<file path="src/rtl/pulse_sync_pkg.sv">
// Shared definitions for the pulse synchronizer receive side: default
// parameter values and the handshake FSM state encoding.
package pulse_sync_pkg;

  localparam int SYNC_STAGES_DEF = 2;
  localparam int CNT_W_DEF       = 8;

  typedef enum logic [1:0] {
    IDLE = 2'd0,  // waiting for a new request level
    PEND = 2'd1,  // request seen, consumer not yet ready
    ACK  = 2'd2,  // pulse delivered, acknowledge held high
    DROP = 2'd3   // acknowledge released, one settling cycle
  } state_e;

endpackage

</file>
<file path="src/rtl/pulse_sync_rx_if.sv">
// Handshake bundle between the source domain, the consumer and the
// pulse_sync_rx block. The slave side is the receiver itself.
interface pulse_sync_rx_if #(
  parameter int CNT_W = pulse_sync_pkg::CNT_W_DEF
) ();

  logic             req_a;        // four-phase request level, source domain
  logic             rdy_b;        // consumer ready
  logic             ack_b;        // four-phase acknowledge level
  logic             pulse_outb;   // single-cycle delivered pulse
  logic             signal_outb;  // high from delivery until release
  logic             busy_b;       // receiver FSM not idle
  logic [CNT_W-1:0] pulse_cnt;    // delivered pulse count

  modport slave (
    input  req_a, rdy_b,
    output ack_b, pulse_outb, signal_outb, busy_b, pulse_cnt
  );

  modport master (
    output req_a, rdy_b,
    input  ack_b, pulse_outb, signal_outb, busy_b, pulse_cnt
  );

endinterface

</file>
<file path="src/rtl/sync_cell.sv">
// Multi-flop level synchronizer. Only the final stage is meant to feed
// downstream logic; the earlier stages exist to let metastability settle.
module sync_cell #(
  parameter int STAGES = 2
) (
  input  logic clk,
  input  logic rst_n,
  input  logic d,
  output logic q
);

  logic [STAGES-1:0] sync_q;

  // Shift the asynchronous input through the flop chain.
  always_ff @(posedge clk or negedge rst_n) begin
    // NOTE: every synchronizer stage is reset so a stale request level can
    // never survive reset and be mistaken for a fresh one afterwards.
    if (!rst_n) begin
      sync_q <= '0;
    end else begin
      sync_q <= {sync_q[STAGES-2:0], d};
    end
  end

  assign q = sync_q[STAGES-1];

endmodule

</file>
<file path="src/rtl/pulse_sync_rx.sv">
// Receive side of a four-phase pulse synchronizer. A request level from an
// asynchronous source is synchronized, turned into exactly one pulse when
// the consumer is ready, acknowledged back, and released once the source
// drops its request.
module pulse_sync_rx
  import pulse_sync_pkg::*;
#(
  parameter int SYNC_STAGES = SYNC_STAGES_DEF,
  parameter int CNT_W       = CNT_W_DEF
) (
  input  logic            clkb,
  input  logic            rst_n,
  pulse_sync_rx_if.slave  bus
);

  logic             req_s;
  logic             deliver;
  state_e           state_q;
  logic             ack_q;
  logic             pulse_q;
  logic             signal_q;
  logic [CNT_W-1:0] cnt_q;

  sync_cell #(
    .STAGES (SYNC_STAGES)
  ) u_sync (
    .clk   (clkb),
    .rst_n (rst_n),
    .d     (bus.req_a),
    .q     (req_s)
  );

  // A pulse is delivered when a live request meets a ready consumer while no
  // handshake is in flight. A request that drops in PEND wins over a ready
  // consumer in the same cycle: the source has withdrawn it.
  assign deliver = req_s && bus.rdy_b && (state_q == IDLE || state_q == PEND);

  // Handshake FSM with registered outputs and the delivered-pulse counter.
  always_ff @(posedge clkb or negedge rst_n) begin
    if (!rst_n) begin
      state_q  <= IDLE;
      ack_q    <= 1'b0;
      pulse_q  <= 1'b0;
      signal_q <= 1'b0;
      cnt_q    <= '0;
    end else begin
      // NOTE: state is updated with non-blocking assignments so every read in
      // this block sees the pre-edge value, regardless of statement order.
      pulse_q <= 1'b0;
      if (deliver) begin
        state_q  <= ACK;
        ack_q    <= 1'b1;
        pulse_q  <= 1'b1;
        signal_q <= 1'b1;
        cnt_q    <= cnt_q + CNT_W'(1);
      end else begin
        case (state_q)
          IDLE: if (req_s) state_q <= PEND;
          PEND: if (!req_s) state_q <= IDLE;
          ACK: begin
            if (!req_s) begin
              state_q  <= DROP;
              ack_q    <= 1'b0;
              signal_q <= 1'b0;
            end
          end
          DROP:    state_q <= IDLE;
          default: state_q <= IDLE;
        endcase
      end
    end
  end

  assign bus.ack_b       = ack_q;
  assign bus.pulse_outb  = pulse_q;
  assign bus.signal_outb = signal_q;
  assign bus.busy_b      = (state_q != IDLE);
  assign bus.pulse_cnt   = cnt_q;

endmodule

</file>
<file path="src/flat_wrapper.sv">
// flat-port wrapper written by rule: the top's interface ports become plain ports
module pulse_sync_rx_flat import pulse_sync_pkg::*;
#(
  parameter int SYNC_STAGES = SYNC_STAGES_DEF,
  parameter int CNT_W       = CNT_W_DEF
)
  (clkb, rst_n, bus_req_a, bus_rdy_b, bus_ack_b, bus_pulse_outb, bus_signal_outb, bus_busy_b, bus_pulse_cnt);
  pulse_sync_rx_if #(.CNT_W(CNT_W)) bus_i ();
  input  logic clkb;
  input  logic rst_n;
  input wire logic [$bits(bus_i.req_a)-1:0] bus_req_a;
  input wire logic [$bits(bus_i.rdy_b)-1:0] bus_rdy_b;
  output wire logic [$bits(bus_i.ack_b)-1:0] bus_ack_b;
  output wire logic [$bits(bus_i.pulse_outb)-1:0] bus_pulse_outb;
  output wire logic [$bits(bus_i.signal_outb)-1:0] bus_signal_outb;
  output wire logic [$bits(bus_i.busy_b)-1:0] bus_busy_b;
  output wire logic [$bits(bus_i.pulse_cnt)-1:0] bus_pulse_cnt;
  assign bus_i.req_a = bus_req_a;
  assign bus_i.rdy_b = bus_rdy_b;
  assign bus_ack_b = bus_i.ack_b;
  assign bus_pulse_outb = bus_i.pulse_outb;
  assign bus_signal_outb = bus_i.signal_outb;
  assign bus_busy_b = bus_i.busy_b;
  assign bus_pulse_cnt = bus_i.pulse_cnt;
  pulse_sync_rx #(.SYNC_STAGES(SYNC_STAGES), .CNT_W(CNT_W)) u_core (.clkb(clkb), .rst_n(rst_n), .bus(bus_i));
endmodule
</file>
<file path="config.mk">
export PLATFORM = sky130hd
export DESIGN_NAME = pulse_sync_rx_flat
export DESIGN_NICKNAME = d
export VERILOG_FILES = /design/src/rtl/pulse_sync_pkg.sv /design/src/rtl/pulse_sync_rx_if.sv /design/src/rtl/sync_cell.sv /design/src/rtl/pulse_sync_rx.sv /design/src/flat_wrapper.sv
export SDC_FILE = /design/constraint.sdc
export NUM_CORES = 1
export LEC_CHECK = 0
export BUFFER_PORTS_ARGS = -buffer_cell sky130_fd_sc_hd__buf_2
export CAP_MARGIN = 20
export CORE_AREA = 5 5 42 44
export CTS_CLUSTER_SIZE = 30
export DETAILED_ROUTE_END_ITERATION = 8
export DIE_AREA = 0 0 47 49
export PLACE_DENSITY = 0.68
export SLEW_MARGIN = 20
export SYNTH_ARGS = -nofsm -noshare
export SYNTH_HDL_FRONTEND = slang
export SYNTH_SLANG_ARGS = --single-unit
export TNS_END_PERCENT = 20
</file>
<file path="constraint.sdc">
create_clock -name clkb -period 2.2 [get_ports clkb]
set_input_delay 0.22 -clock clkb [delete_from_list [all_inputs] [get_ports clkb]]
set_output_delay 0.22 -clock clkb [all_outputs]
set_load 0.02 [all_outputs]
</file>
==> results.toml <==
[layout]
fin_nets = 69
diodes = 0
area_delta_synth_final_pct = 23.2
drive_above_1_share = 0.381

[cts]
clk_pin_slew_worst_paths_ps = 80
cts_tree = "done"
htreeDepth = 1
cts.path.max_buffers = 2
clk_latency_ps = 270
holdBufCountCts = 1
cts_sinks = 14
cts_setup_buffers = 0
cts-resized-gates = 0
numCtsBuffers = 3
cts_root_buf = "clkbuf_4"

[power_and_ir_drop]
ir_drop_v = 0.000711
power_density_nw_per_um2 = 1290
p_leak_uw = 0.000378

[route]
routed_wl_um = 947
vias = 382
wire_per_inst_um = 12.0
first_iter_violations = 3
ant_nets = 0
drc = 0
first_pass_iters = 2
routed_via_density = 4.84

[synthesis]
syn_avg_cell_area_um2 = 13.1
synth_seq_area_share = 0.607
yosysUniqueCellTypes = 21
synth_seq_cells = 14
synthesis.area_um2 = 577
synthCells = 44
yosysWarnings = 0
synth_nets = 49

[setup_path]
required_ps = 1980
slowest_delay_ps = 430
critPathKind = "flip-flop to output pin"
crit_arrival_ps = 1140
critPathMaxFanout = 6
startpoint_type = "flip-flop"
cp_slowest_cell = "dfrtp_1"
worstSetupEndpointType = "output pin"
r2r_cells = 4
cp_cell_sequence = "or2_2 -> buf_2"

[place]
gp_congestion = 0.669
io_buffer_count = 15
hpwl_um = 725

[worst_hold_path]
hp-class = "input port to flip-flop"
hold_depth = 1

[run_status]
status = "complete, no violations"

[global_routing]
grt_pass1_wl_um = 1700
antenna_found_initial = 0
overflow = 0
grt.total_usage = 0.103
grt_max_degree = 15
grt_pass1_vias = 385

[timing]
relSlewSlack = 0.797
rsz0062_at_grt = "no"
tns_ps = 0
setup_viol = 0
worstMarginPinSlew_ps = 305
fin_worst_skew_ps = 2.95
hold_violations = 0
post-route-min-period_ps = 1360
whs_ps = 48.2
drv_slew = 0
period_share = 0.617
fmax_ghz = 0.737

[die]
coreArea_um2 = 1400
io-pin-count = 16
row_count = 14
die_height_um = 49
die_x_um = 47
die_area_um2 = 2300
start_util = 0.412

[job]
cap_viol_max_count = 0
## cell usage after synthesis
| master | number | share of area |
|---|---|---|
| a21oi_1 | 1 | 0.0087 |
| and3_1 | 1 | 0.011 |
| and4b_1 | 1 | 0.017 |
| buf_4 | 1 | 0.013 |
| dfrtp_1 | 14 | 0.61 |
| ha_1 | 1 | 0.022 |
| inv_1 | 1 | 0.0065 |
| mux2_2 | 1 | 0.020 |
| nand2_1 | 2 | 0.013 |
| nand2b_1 | 1 | 0.011 |
| nand3_1 | 3 | 0.026 |
| nand3b_4 | 1 | 0.035 |
| nand4_1 | 1 | 0.011 |
| nor2_1 | 1 | 0.0065 |
| nor3_2 | 2 | 0.035 |
| o21ai_0 | 2 | 0.017 |
| o22ai_1 | 1 | 0.011 |
| or2_2 | 1 | 0.011 |
| or2b_1 | 1 | 0.013 |
| xnor2_1 | 3 | 0.046 |
| xor2_1 | 4 | 0.061 |
## through the flow
stage | total power (uW) | setup slack (ps) | util | instance area (um^2) | instances
2_1_floorplan | 635 | 956 | - | 577 | 44
3_3_place_gp | 738 | 1090 | 0.474 | 664 | 74
3_5_place_dp | 742 | 1040 | 0.474 | 664 | 74
4_1_cts | 924 | 834 | 0.507 | 711 | 79
5_1_grt | 982 | 782 | 0.507 | 711 | 79
6_report | 914 | 842 | 0.507 | 711 | 79
## registers in the layout, indices dropped and copies added (netlist names)
name	count
u_core.bus.pulse_cnt	8
u_core.state_q	2
u_core.u_sync.sync_q	2
u_core.bus.ack_b	1
u_core.bus.pulse_outb	1
## worst paths after layout
| path | start | endpoint | slack (ps) |
|---|---|---|---|
| max | u_core.state_q[1]$_DFFE_PN0P_ | bus_busy_b | 840 |
| min | bus_req_a | u_core.u_sync.sync_q[0]$_DFF_PN0_ | 50 |
| max reg2reg | u_core.bus.pulse_cnt[0]$_DFFE_PN0P_ | u_core.bus.pulse_cnt[6]$_DFFE_PN0P_ | 1040 |
| min reg2reg | u_core.u_sync.sync_q[0]$_DFF_PN0_ | u_core.u_sync.sync_q[1]$_DFF_PN0_ | 360 |
| max in group asynchronous | rst_n | u_core.u_sync.sync_q[1]$_DFF_PN0_ | 1610 |
| min in group asynchronous | rst_n | u_core.bus.pulse_cnt[5]$_DFFE_PN0P_ | 360 |
## layer usage
layer,track usage,vias up,share of wire
met1,0.135,184,0.45
li1,-,188,-
met2,0.152,8,0.49
met5,0,-,0
met3,0.0221,2,0.052
met4,0.0553,0,0.013
## placed cells by master, fill, tap and decap left out, drive strengths merged
cell type / synthesis / routed
nor2: 1 / 1
nand3: 3 / 3
or2: 1 / 1
clkbuf: 0 / 4
xor2: 4 / 4
inv: 1 / 1
a21oi: 1 / 1
nor3: 2 / 2
or2b: 1 / 1
nand2b: 1 / 1
dlygate4sd3: 0 / 1
mux2: 1 / 1
dfrtp: 14 / 14
ha: 1 / 1
xnor2: 3 / 3
nand3b: 1 / 1
nand4: 1 / 1
and4b: 1 / 1
nand2: 2 / 2
o22ai: 1 / 1
and3: 1 / 1
buf: 1 / 15
o21ai: 2 / 2
## report_power, final
part	switching, uW	leakage [uW]	total, uW	internal [uW]
clock	80.2	0.0000210	181	101
sequential	88.0	0.000176	421	333
combinational	181	0.000181	312	131
## cells by family (layout without fill, tap and decap cells)
logic type                 count (synthesis)  after routing  synth area share
muxes                                      1              1            0.0195
adders and majority gates                  1              1            0.0217
xor gates and xnor gates                   7              7             0.106
and+or+nand+nor                           15             15             0.189
AOI/OAI and AO/OA                          4              4            0.0369
DFF                                       14             14             0.607
buffers and inverters                      2             21            0.0195
## layout make-up
cell class,instances,area [um^2]
repair buffers,16,85.1
fillers,132,691
clock buffers,4,36.3
well taps,16,20.0
flip-flops and latches,14,350
inverters,1,3.75
multi-input cells,28,215
## worst max-delay path: cells and delay by family (launching register included)
kind,cells,cell delay [ps]
simple gates,1,280
flops,1,430
buf+inv,1,160
Power figures use the tool's default switching activity.
